==> src/rtl/code_pkg.sv <==
// Shared definitions for the code stepper: code width, debounce state encoding
// and the modulo-32 step helper used by the code register.
package code_pkg;

    localparam int CODE_W = 5;

    typedef enum logic [1:0] {
        IDLE         = 2'd0,
        WAIT_PRESS   = 2'd1,
        PRESSED      = 2'd2,
        WAIT_RELEASE = 2'd3
    } deb_state_t;

    // One advance of the code; the natural wrap of a CODE_W-bit add/subtract
    // gives 31 -> 0 going up and 0 -> 31 going down.
    function automatic logic [CODE_W-1:0] next_code(input logic [CODE_W-1:0] code,
                                                    input logic              up);
        return up ? code + CODE_W'(1) : code - CODE_W'(1);
    endfunction

endpackage

==> src/rtl/btn_debounce.sv <==
// Push-button conditioner: 2-flop synchronizer followed by a four-state
// debounce FSM that emits exactly one step pulse per accepted press.
module btn_debounce
    import code_pkg::*;
#(
    parameter int DEBOUNCE_CYCLES = 16
)
(
    input  logic clk,
    input  logic rst,
    input  logic i_btn,
    output logic o_step,
    output logic o_busy
);

    localparam int              CNT_W    = $clog2(DEBOUNCE_CYCLES + 1);
    localparam logic [CNT_W-1:0] CNT_LAST = CNT_W'(DEBOUNCE_CYCLES - 1);

    logic             r_sync_meta;
    logic             r_sync;
    deb_state_t       r_state;
    logic [CNT_W-1:0] r_cnt;
    deb_state_t       w_state_nxt;
    logic [CNT_W-1:0] w_cnt_nxt;

    // Bring the raw button into the clock domain before anything looks at it.
    always_ff @(posedge clk or posedge rst) begin
        if (rst) begin
            r_sync_meta <= 1'b0;
            r_sync      <= 1'b0;
        end else begin
            // NOTE: non-blocking assignments make both flops sample the old
            // values, so this really is a two-stage shift and not one wire.
            r_sync_meta <= i_btn;
            r_sync      <= r_sync_meta;
        end
    end

    // FSM state and sample counter registers.
    always_ff @(posedge clk or posedge rst) begin
        if (rst) begin
            r_state <= IDLE;
            r_cnt   <= '0;
        end else begin
            r_state <= w_state_nxt;
            r_cnt   <= w_cnt_nxt;
        end
    end

    // Next-state logic. r_cnt counts consecutive qualifying samples; the
    // sample seen in IDLE is the first high of the press window.
    always_comb begin
        // NOTE: every output of this block gets a default first, so no path
        // through the case leaves a value unassigned and no latch is inferred.
        w_state_nxt = r_state;
        w_cnt_nxt   = r_cnt;
        o_step      = 1'b0;
        case (r_state)
            IDLE: begin
                if (r_sync) begin
                    w_state_nxt = WAIT_PRESS;
                    w_cnt_nxt   = CNT_W'(1);
                end
            end
            WAIT_PRESS: begin
                if (!r_sync) begin
                    w_state_nxt = IDLE;
                    w_cnt_nxt   = '0;
                end else if (r_cnt >= CNT_LAST) begin
                    w_state_nxt = PRESSED;
                    w_cnt_nxt   = '0;
                end else begin
                    w_cnt_nxt = r_cnt + CNT_W'(1);
                end
            end
            PRESSED: begin
                o_step      = 1'b1;
                w_state_nxt = WAIT_RELEASE;
                w_cnt_nxt   = '0;
            end
            WAIT_RELEASE: begin
                if (r_sync) begin
                    w_cnt_nxt = '0;
                end else if (r_cnt >= CNT_LAST) begin
                    w_state_nxt = IDLE;
                    w_cnt_nxt   = '0;
                end else begin
                    w_cnt_nxt = r_cnt + CNT_W'(1);
                end
            end
            default: begin
                w_state_nxt = IDLE;
                w_cnt_nxt   = '0;
            end
        endcase
    end

    assign o_busy = (r_state != IDLE);

endmodule

==> src/rtl/code_stepper.sv <==
// 5-bit code stepper for a 7-segment display: advances on a debounced button
// press or on auto-run prescaler ticks, with a synchronous load override.
module code_stepper
    import code_pkg::*;
#(
    parameter int DEBOUNCE_CYCLES = 16,
    parameter int AUTO_DIV        = 50000000
)
(
    input  logic              clk,
    input  logic              rst,
    input  logic              step_btn,
    input  logic              dir,
    input  logic              load,
    input  logic [CODE_W-1:0] load_val,
    input  logic              auto_en,
    output logic              c1,
    output logic              c2,
    output logic              c3,
    output logic              c4,
    output logic              c5,
    output logic              busy
);

    localparam int               PRE_W    = $clog2(AUTO_DIV);
    localparam logic [PRE_W-1:0] PRE_LAST = PRE_W'(AUTO_DIV - 1);

    logic [PRE_W-1:0]  r_pre;
    logic [CODE_W-1:0] r_code;
    logic              w_step;
    logic              w_tick;

    btn_debounce #(
        .DEBOUNCE_CYCLES (DEBOUNCE_CYCLES)
    ) u_debounce (
        .clk    (clk),
        .rst    (rst),
        .i_btn  (step_btn),
        .o_step (w_step),
        .o_busy (busy)
    );

    assign w_tick = auto_en && (r_pre == PRE_LAST);

    // Prescaler: held at 0 while auto-run is off so the first tick always
    // lands a full AUTO_DIV cycles after auto_en rises.
    always_ff @(posedge clk or posedge rst) begin
        if (rst) begin
            r_pre <= '0;
        end else if (!auto_en || w_tick) begin
            r_pre <= '0;
        end else begin
            r_pre <= r_pre + PRE_W'(1);
        end
    end

    // Code register: load wins outright; a step and a tick in the same cycle
    // collapse into a single advance.
    always_ff @(posedge clk or posedge rst) begin
        if (rst) begin
            r_code <= '0;
        end else if (load) begin
            r_code <= load_val;
        end else if (w_step || w_tick) begin
            r_code <= next_code(r_code, dir);
        end
    end

    assign c1 = r_code[4];
    assign c2 = r_code[3];
    assign c3 = r_code[2];
    assign c4 = r_code[1];
    assign c5 = r_code[0];

endmodule

==> config.mk <==
export PLATFORM = sky130hd
export DESIGN_NAME = code_stepper
export DESIGN_NICKNAME = d
export VERILOG_FILES = /design/src/rtl/code_pkg.sv /design/src/rtl/btn_debounce.sv /design/src/rtl/code_stepper.sv
export SDC_FILE = /design/constraint.sdc
export NUM_CORES = 1
export LEC_CHECK = 0
export ABC_AREA = 1
export CORE_UTILIZATION = 45
export DETAILED_ROUTE_END_ITERATION = 7
export GPL_ROUTABILITY_DRIVEN = 1
export PLACE_DENSITY = 0.67
export SYNTH_ARGS = -nofsm -noshare
export SYNTH_HDL_FRONTEND = slang
export SYNTH_SLANG_ARGS = --single-unit
==> constraint.sdc <==
create_clock -name clk -period 1.6 [get_ports clk]
set_clock_uncertainty 0.2 [all_clocks]
set_input_delay 0.24 -clock clk [delete_from_list [all_inputs] [get_ports clk]]
set_output_delay 0.24 -clock clk [all_outputs]
set_load 0.01 [all_outputs]
# ---- Word-level counts from Yosys, hierarchy flattened
# Cells that the tools add are included.
dict set report totals {
  register_bits 40
  inputBits 11
  output_inout_bits 6
  elab_cells 43
}
dict set report op_classes {
  n_addsub 4
  n_lt_le_gt_ge 1
  eq_ne 8
  muxes 16
  n_reduce_logical 8
}
# operator count
set ops {}
lappend ops {{$mux W5} 7}
lappend ops {{$add A26 B1 Y26 const B} 1}
lappend ops {{$eq A26 B26 Y1 const B} 1}
lappend ops {{$mux W26} 1}
lappend ops {{$pmux W5 S4} 1}
lappend ops {{$add A5 B1 Y5 const B} 2}
lappend ops {{$mux W2} 5}
lappend ops {{$pmux W2 S4} 1}
lappend ops {{$ge A5 B4 Y1 const B} 1}
lappend ops {{$sub A5 B1 Y5 const B} 1}
lappend ops {{$eq A2 B2 Y1 const B} 2}
lappend ops {{$ne A2 B1 Y1 const B} 2}
lappend ops {{$reduce_and A4 Y1} 1}
lappend ops {{$reduce_bool A2 Y1} 2}
lappend ops {{$ne A3 B3 Y1 const B} 1}
lappend ops {{$eq A2 B1 Y1 const B} 1}
lappend ops {{$logic_not A2 Y1} 1}
lappend ops {{$logic_or A1 B1 Y1} 2}
lappend ops {{$ne A2 B2 Y1 const B} 1}
lappend ops {{$logic_and A1 B1 Y1} 1}
lappend ops {{$logic_not A1 Y1} 1}
lappend ops {{$mux W1} 1}

# ---- Logic depth before layout (Yosys ltp)
# Gate-level depths: netlist of run 1.
dict set report logic_depth {
  depth_word 5
  mapped_depth 9
}

# ---- Cells and area by module
# Synthesis of run 1 repeated with hierarchy kept, for this count alone.
dict set report unflattened {
  hier_cells 344
  area_unflattened_um2 2416.1
}
# mod n_inst cells_per_inst area_each_um2 seq_area_each_um2
set by_module_without_submodules {}
lappend by_module_without_submodules {code_stepper 1 291 1974.4 775.7}
lappend by_module_without_submodules {btn_debounce 1 53 441.7 225.2}

# ---- Worst setup path after synthesis of run 1
# OpenSTA, ideal clock, no wires.
dict set report synth_timing {
  path_kind {register to register}
  from {register r_code[1]}
  to {register r_code[4]}
  setup_ns 0.117
  arrival_ns 1.371
  t_required_ns 1.283
  setup_slack_ns -0.088
  stages_incl_launch_ff 10
  n_path_buf 0
  period_less_slack_ns 1.688
  cell_sequence {dfrtp_1 inv_1 fa_1 nand3b_1 nand2_1 nand2_1 nand3_1 nand2_1 nand2_1 nand2_1}
}
dict set report synth_via {
  elab_chain_cells 4
}
# element line
set synth_lines {}
lappend synth_lines {{start: declaration} code_stepper.sv:29} ;# logic [CODE_W-1:0] r_code;
lappend synth_lines {{start signal: assignment} code_stepper.sv:63} ;# r_code <= load_val;
lappend synth_lines {{start signal: assignment} code_stepper.sv:65} ;# r_code <= next_code(r_code, dir);
lappend synth_lines {{$sub A5 B1 Y5 or $add A5 B1 Y5 (tied branches)} code_pkg.sv:18} ;# return up ? code + CODE_W'(1) : code - CODE_W'(1);
lappend synth_lines {{$mux W5 *} code_pkg.sv:18}
lappend synth_lines {{$mux W5 *} code_stepper.sv:64} ;# end else if (w_step || w_tick) begin
lappend synth_lines {{$mux W5 *} code_stepper.sv:62} ;# end else if (load) begin
# Mark *: on every way between the ends. The rest lies on a longest branch, timed or not. The select of a mux whose other input is x is not followed.
# A chain may end at the register's enable or synchronous reset.

# ---- Worst setup path in the final report of run 1
dict set report layout_timing {
  from {register u_debounce.r_cnt[1]}
  to {register u_debounce.r_cnt[4]}
}
dict set report layout_via {
  elab_chain_cells 4
}
# element line
set layout_lines {}
lappend layout_lines {{start: declaration} btn_debounce.sv:22} ;# logic [CNT_W-1:0] r_cnt;
lappend layout_lines {{start signal: assignment} btn_debounce.sv:46} ;# r_cnt <= w_cnt_nxt;
lappend layout_lines {{$add A5 B1 Y5 or $ge A5 B4 Y1 (tied branches)} --}
lappend layout_lines {{$mux W5 *} {btn_debounce.sv:69, btn_debounce.sv:84}}
lappend layout_lines {{$mux W5, on equally long branches} {btn_debounce.sv:82, btn_debounce.sv:66}}
lappend layout_lines {{$pmux W5 S4 *} btn_debounce.sv:58} ;# case (r_state)
# Mark *: on every way between the ends. The rest lies on a longest branch, timed or not.

==> summary.txt, run 1 <==
Layout
  – Share of layout cells above drive strength 1: ~36%
  – Area Overhead vs Synth: 48.69%
  – Final cell count without fillers: ~480
  – Most common cell after layout, fill and taps aside: nand2_1
  – Antenna diode count: 0
  – Commonest non-fill, non-tap cells in the layout: 92 x nand2_1, 52 x buf_4, 39 x nor2_1
  – Fin nets: roughly 430

CTS
  – Clock Latency Late Sink: about 300 ps
  – TritonCTS clock tree: done
  – Num Clock Sinks: 40
  – Hold Buf Count CTS: 0
  – H-tree depth: 2
  – Bufs on Longest Clock Path: 2
  – Root Buffer: clkbuf_8
  – Number of CTS-inserted buffers: 5
  – Clock transition at the registers of the reported paths: approximately 90 ps

STA
  – Worst-Margin Slew: 702.9 ps
  – Fin worst setup slack: -38.92 ps
  – Final Max Tran Viols: 0
  – Part of the cycle the worst path needs: 102.4%
  – Max_slew headroom: approximately 53%
  – Max frequency: slightly above 0.6 GHz
  – Unrepaired setup endpoints after global routing: yes
  – Final setup vio count: 25
  – Final hold violation count: 0
  – Period minus WS final: roughly 1600 ps
  – Min Hold Slack: 71.02 ps

Drt
  – DRC Markers: 0
  – Met1 wire length: between 2000 and 3000 µm
  – DR iter-0 viols: ~150
  – Final ANT Viol Nets: 0
  – WL final: between 6000 and 7000 µm
  – Top Metal Used: met4
  – Post-DR vias/cell: slightly above 5
  – Met3 Routed Length: 306 µm
  – Wirelength per Cell: about 14 µm
  – Metal2 WL: between 3000 and 4000 µm
  – First-pass DRT Iterations: 4
  – Via count: 2,449

Critical path
  – Worst R2R Start: u_debounce.r_cnt[1]$_DFFE_PP0P_
  – FF-to-FF path depth: 9
  – Data required time of the worst path: 1610 ps
  – Data arrival, critical path: 1650 ps
  – Worst reg2reg path endpoint: u_debounce.r_cnt[4]$_DFFE_PP0P_
  – Max Fanout on Critical Path: 4
  – Crit Path Category: flip-flop to flip-flop
  – Startpoint types: flip-flop
  – Worst setup EP type: flip-flop
  – Worst reg-to-reg setup slack: -40 ps

Die
  – Starting Density: about 47%
  – CORE AREA: 5107 µm²
  – # IOs: 17
  – Die Span Y: 74.84 µm
  – Die area: 5600 µm²
  – Die Wd: 74.84 µm
  – # rows: 26

Global routing
  – Largest net degree at the start of global routing: 25
  – First-pass GRT wire length: 9404 µm
  – Initial antenna violation count: 0
  – Grt ovf: 0
  – Gr usage total: about 23%
  – Vias in the first global route: between 2,000 and 2,500

Logic synthesis
  – Synth top area share: 41.93%
  – Ranking of synthesized cells by area: dfrtp_1 42%, nand2_1 16%, nor2_1 11%
  – Netlist cell types: 25
  – YS warnings: 0
  – Syn Nets: approximately 350
  – Post-Syn Instances: 336
  – Register area share after synthesis: roughly two fifths
  – Yosys reg bits: 40
  – Netlist Area Pre-Place: around 2400 µm²
  – Syn Area/Cell: 7.105 µm²
  – Largest area contributor in the netlist: dfrtp_1

Outcome
  – Failing checks: setup timing
  – Status: complete, but fails checks

Placement
  – Hpwl dp: a little over 4000 µm
  – Inst Count DP: approximately 460
  – Gpl congestion: approximately 0.88
  – Place WS: -485.5 ps
  – Port Buffer Count: 16

Hold path
  – Hold WC Path Type: primary input to asynchronous set/reset pin

Pwr
  – Power Density: around 640 nW/µm²
  – Static Leak: approximately 1.6 nW
  – Tot Pwr: between 2 and 2.5 mW
  – VDD IR-drop max: approximately 520 µV

Flow run
  – MaxCap Viol Count: 0
## layout make-up
cell class                      instances  area (µm²)
Clock buffer                            6       82.58
Inverter                               37       138.9
Clock inverter                          2       10.01
Timing Repair Buffer                   71       580.6
Fill cell                             408        1558
Multi-Input combinational cell        258        1647
Tap cell                               70       87.58
Sequential cell                        40        1003
## state kept, by name, indices dropped and copies added (netlist names), named ones only
name,count
r_code,5
r_pre,26
u_debounce.r_cnt,5
u_debounce.r_state,1
u_debounce.r_sync,1
u_debounce.r_sync_meta,1
## cells by family (layout without fill, tap and decap cells)
kind of cell | count (synthesis) | in the layout | share of synthesized area, %
AND/OR/NAND/NOR | 219 | 221 | 38.63
flip-flops | 40 | 40 | 41.93
buffers and inverters | 40 | 116 | 6.918
AO/OA/AOI/OAI | 18 | 18 | 4.141
XOR/XNOR | 12 | 12 | 4.403
adder cells (fa/ha/maj) | 7 | 7 | 3.983
## stage by stage
step                utilization [%]  cell area [µm²]  setup TNS, ps
floorplan                         -             2407         -21.81
finish                        69.50             3550         -487.0
global route                  69.50             3550          -3906
global placement              57.64             2944          -2752
CTS                           62.25             3179         -662.1
detailed placement            57.64             2944          -3112
## power by group
group          switching (mW)  internal, mW
registers              0.0274          1.05
clock network           0.366         0.345
logic                   0.254         0.248
## metal layers
metal	up-vias	global-route usage (%)
li1	1202	-
met1	1166	28.47
met2	61	39.54
met3	20	4.150
met4	0	7.338
met5	-	0
## Yosys cell counts
cell and n:
buf_6 2, ha_1 6, xor2_1 9, o21ai_0 6, a21oi_1 8, o22ai_1 2
nand2_2 3, nor2_4 1, dfrtp_1 40, clkbuf_1 1, nor3_1 6, a41oi_1 1
nor2_2 3, o21bai_1 1, inv_1 37, nand2_1 103, nor3_2 1, fa_1 1
nand4_1 1, nand2_4 1, nor2_1 71, nand3_1 24, nand3b_1 3, nand3_2 2
xnor2_1 3
## worst max-delay path, cell delays in order (launching register included)
cell and delay [ps]:
dfrtp_1 390, ha_2 190, nand2_1 50, nor2_1 50, ha_2 170, nor2_2 110
o21ai_2 80, inv_2 90, nand2_2 100, o22ai_1 130
## worst max-delay path by stage
stage                     slack [ps]                               to                            start
after floorplan                  -20            r_code[4]$_DFFE_PP0P_            r_code[1]$_DFFE_PP0P_
after global placement          -460            r_code[3]$_DFFE_PP0P_                              dir
after detailed placement        -490            r_code[3]$_DFFE_PP0P_                              dir
after CTS                        -40              r_pre[18]$_DFF_PP0_               r_pre[1]$_DFF_PP0_
after global routing            -160  u_debounce.r_cnt[2]$_DFFE_PP0P_  u_debounce.r_cnt[1]$_DFFE_PP0P_
final                            -40  u_debounce.r_cnt[4]$_DFFE_PP0P_  u_debounce.r_cnt[1]$_DFFE_PP0P_
## timing repair
action,4_1_cts,5_1_grt
buffers inserted,6,7
cloned,2,0
pin swaps,5,21
setup endpoints to repair,42,41
resized for setup,26,87
Note: power is estimated with default switching activity, not from simulation.
==> run 2: changes to the inputs <==
--- a/config.mk
+++ b/config.mk
@@ -9,7 +9,7 @@
 export CORE_UTILIZATION = 45
 export DETAILED_ROUTE_END_ITERATION = 7
 export GPL_ROUTABILITY_DRIVEN = 1
-export PLACE_DENSITY = 0.67
+export PLACE_DENSITY = 0.75
 export SYNTH_ARGS = -nofsm -noshare
 export SYNTH_HDL_FRONTEND = slang
 export SYNTH_SLANG_ARGS = --single-unit
==> run 2 against run 1 <==
Worst setup slack worse by 70 ps. The flow still finishes with violations (setup timing). First-iteration DRC count is 7.9% lower. Hold slack improved by 3.8 ps. Routed wire length decreased by 4.1%. Combinational power fell by 14%.
==> summary.txt, run 2 (synthesis gave the netlist of run 1 again) <==
Die
  – CORE AREA: between 5000 and 6000 µm²
  – Starting Density: between 40% and 50%
  – # IOs: 17
  – Die area: 5600 µm²
  – Die Wd: between 70 and 80 µm
  – Die Span Y: roughly 75 µm
  – # rows: 26

Placement
  – Gpl congestion: roughly 0.9
  – Port Buffer Count: 16
  – Hpwl dp: ~4300 µm
  – Place WS: -562.7 ps
  – Placed Area: around 3000 µm²

Flow run
  – MaxCap Viol Count: 0

Drt
  – Wirelength per Cell: around 13 µm
  – DRC Markers: 0
  – WL final: between 6000 and 7000 µm
  – Post-DR vias/cell: ~5
  – Via count: 2,389
  – First-pass DRT Iterations: 4
  – Final ANT Viol Nets: 0
  – DR iter-0 viols: around 140

Global routing
  – Largest net degree at the start of global routing: 41
  – Grt ovf: 0
  – Vias in the first global route: roughly 2,300
  – First-pass GRT wire length: approximately 9900 µm
  – Gr usage total: about a quarter
  – Initial antenna violation count: 0

CTS
  – Root Buffer: clkbuf_8
  – Num Clock Sinks: 40
  – Number of CTS-inserted buffers: 5
  – Bufs on Longest Clock Path: 2
  – Clock Latency Late Sink: 300 ps
  – Clock transition at the registers of the reported paths: approximately 90 ps
  – H-tree depth: 2
  – Hold Buf Count CTS: 0
  – TritonCTS clock tree: done

STA
  – Part of the cycle the worst path needs: 106.8%
  – Fin worst setup slack: -108.5 ps
  – Min Hold Slack: ~75 ps
  – Max_slew headroom: 64.41%
  – Worst-Margin Slew: roughly 530 ps
  – Final setup vio count: 6
  – Final Max Tran Viols: 0
  – Period minus WS final: approximately 1700 ps
  – Max frequency: between 0.5 and 0.6 GHz
  – Fin Setup TNS: -227.9 ps
  – Final hold violation count: 0
  – Unrepaired setup endpoints after global routing: yes

Hold path
  – Hold WC Path Type: primary input to asynchronous set/reset pin

Pwr
  – Logic pwr share: 18.3%
  – Tot Pwr: 2.365 mW
  – Design internal power: around 1.7 mW
  – NetSw: 646.7 µW
  – VDD IR-drop max: between 400 and 500 µV
  – Static Leak: about 1.5 nW
  – Clock power share: between 30 and 40%
  – Power Density: approximately 700 nW/µm²
  – Switching Fraction: between 20% and 30%
  – Seq pwr share: 45.6%

Layout
  – Most common cell after layout, fill and taps aside: nand2_1
  – Max FFs per register: 26
  – Antenna diode count: 0
  – Fin nets: around 430
  – Area Overhead vs Synth: 38.99%
  – Top Registers: r_pre x26, r_code x5, u_debounce.r_cnt x5
  – Top reg by flops: r_pre
  – Final non-filler cell area: about 3300 µm²
  – Commonest non-fill, non-tap cells in the layout: 95 x nand2_1, 57 x nor2_1, 48 x buf_4
  – Filler instances: between 400 and 500
  – Share of layout cells above drive strength 1: 27.87%

Critical path
  – Worst R2R Start: r_code[1]$_DFFE_PP0P_
  – FF-to-FF path depth: 10
  – Startpoint types: flip-flop
  – Worst setup EP type: flip-flop
  – Max Fanout on Critical Path: 2
  – Crit Path Category: flip-flop to flip-flop
  – Worst reg2reg path endpoint: r_code[4]$_DFFE_PP0P_
  – Data required time of the worst path: 1600 ps
  – Worst Setup SP: r_code[1]$_DFFE_PP0P_
  – Worst reg-to-reg setup slack: -110 ps
  – Data arrival, critical path: approximately 1700 ps

Outcome
  – Status: complete, but fails checks
  – Failing checks: setup timing
## run 2: power groups by stage
stage	clock [mW]	combinational, mW	sequential (mW)
2_1_floorplan	0	0.185	1.11
3_3_place_gp	0	0.353	1.10
3_5_place_dp	0	0.367	1.10
4_1_cts	0.850	0.405	1.08
5_1_grt	0.896	0.484	1.08
6_report	0.853	0.434	1.08
## run 2: per-layer routing
| layer | track usage, % | part of all wire, % |
|---|---|---|
| met4 | 10.90 | 2.8 |
| met3 | 4.819 | 3.0 |
| met5 | 0 | 0 |
| met1 | 27.65 | 42 |
| met2 | 42.94 | 52 |
## run 2: what timing repair did
action / in CTS / in global routing
setup buffers: 6 / 1
pin swaps: 8 / 7
gates resized for setup: 28 / 36
gates cloned: 1 / 0
endpoints found under the setup margin: 42 / 40
## run 2: area by class of cell
cell class | instances | area (µm²) | share of cell area [%]
well taps | 70 | 87.58 | 2.640
inverters | 37 | 138.9 | 4.186
multi-input cells | 257 | 1425 | 42.95
repair buffers | 67 | 553.0 | 16.67
clock inverters | 3 | 42.54 | 1.282
clock buffers | 5 | 68.82 | 2.074
flip-flops and latches | 40 | 1002 | 30.20
## run 2: how the worst max path moves through the flow
stage                     cells after the start  slack (ps)                                end
final                                        10        -110              r_code[4]$_DFFE_PP0P_
after global routing                         10        -180              r_code[4]$_DFFE_PP0P_
after CTS                                    10         -50  u_debounce.r_state[0]$_DFFE_PP0P_
after detailed placement                      9        -560              r_code[3]$_DFFE_PP0P_
after global placement                        9        -440              r_code[3]$_DFFE_PP0P_
after floorplan                               9         -20              r_code[4]$_DFFE_PP0P_
## run 2: worst max-delay path, stage by stage, from the launching register on
cell and delay [ps]:
dfrtp_1 380, buf_6 100, inv_2 30, fa_2 330
nand3b_1 200, nand2_1 90, nand2_1 60, nand3_1 70
nand2_1 50, nand2_1 50, nand2_1 40
## run 2: through the flow
stage	util [%]	cells
finish	64.97	479
global route	64.97	479
CTS	62.79	478
detailed placement	58.18	463
global placement	58.18	463
floorplan	-	336
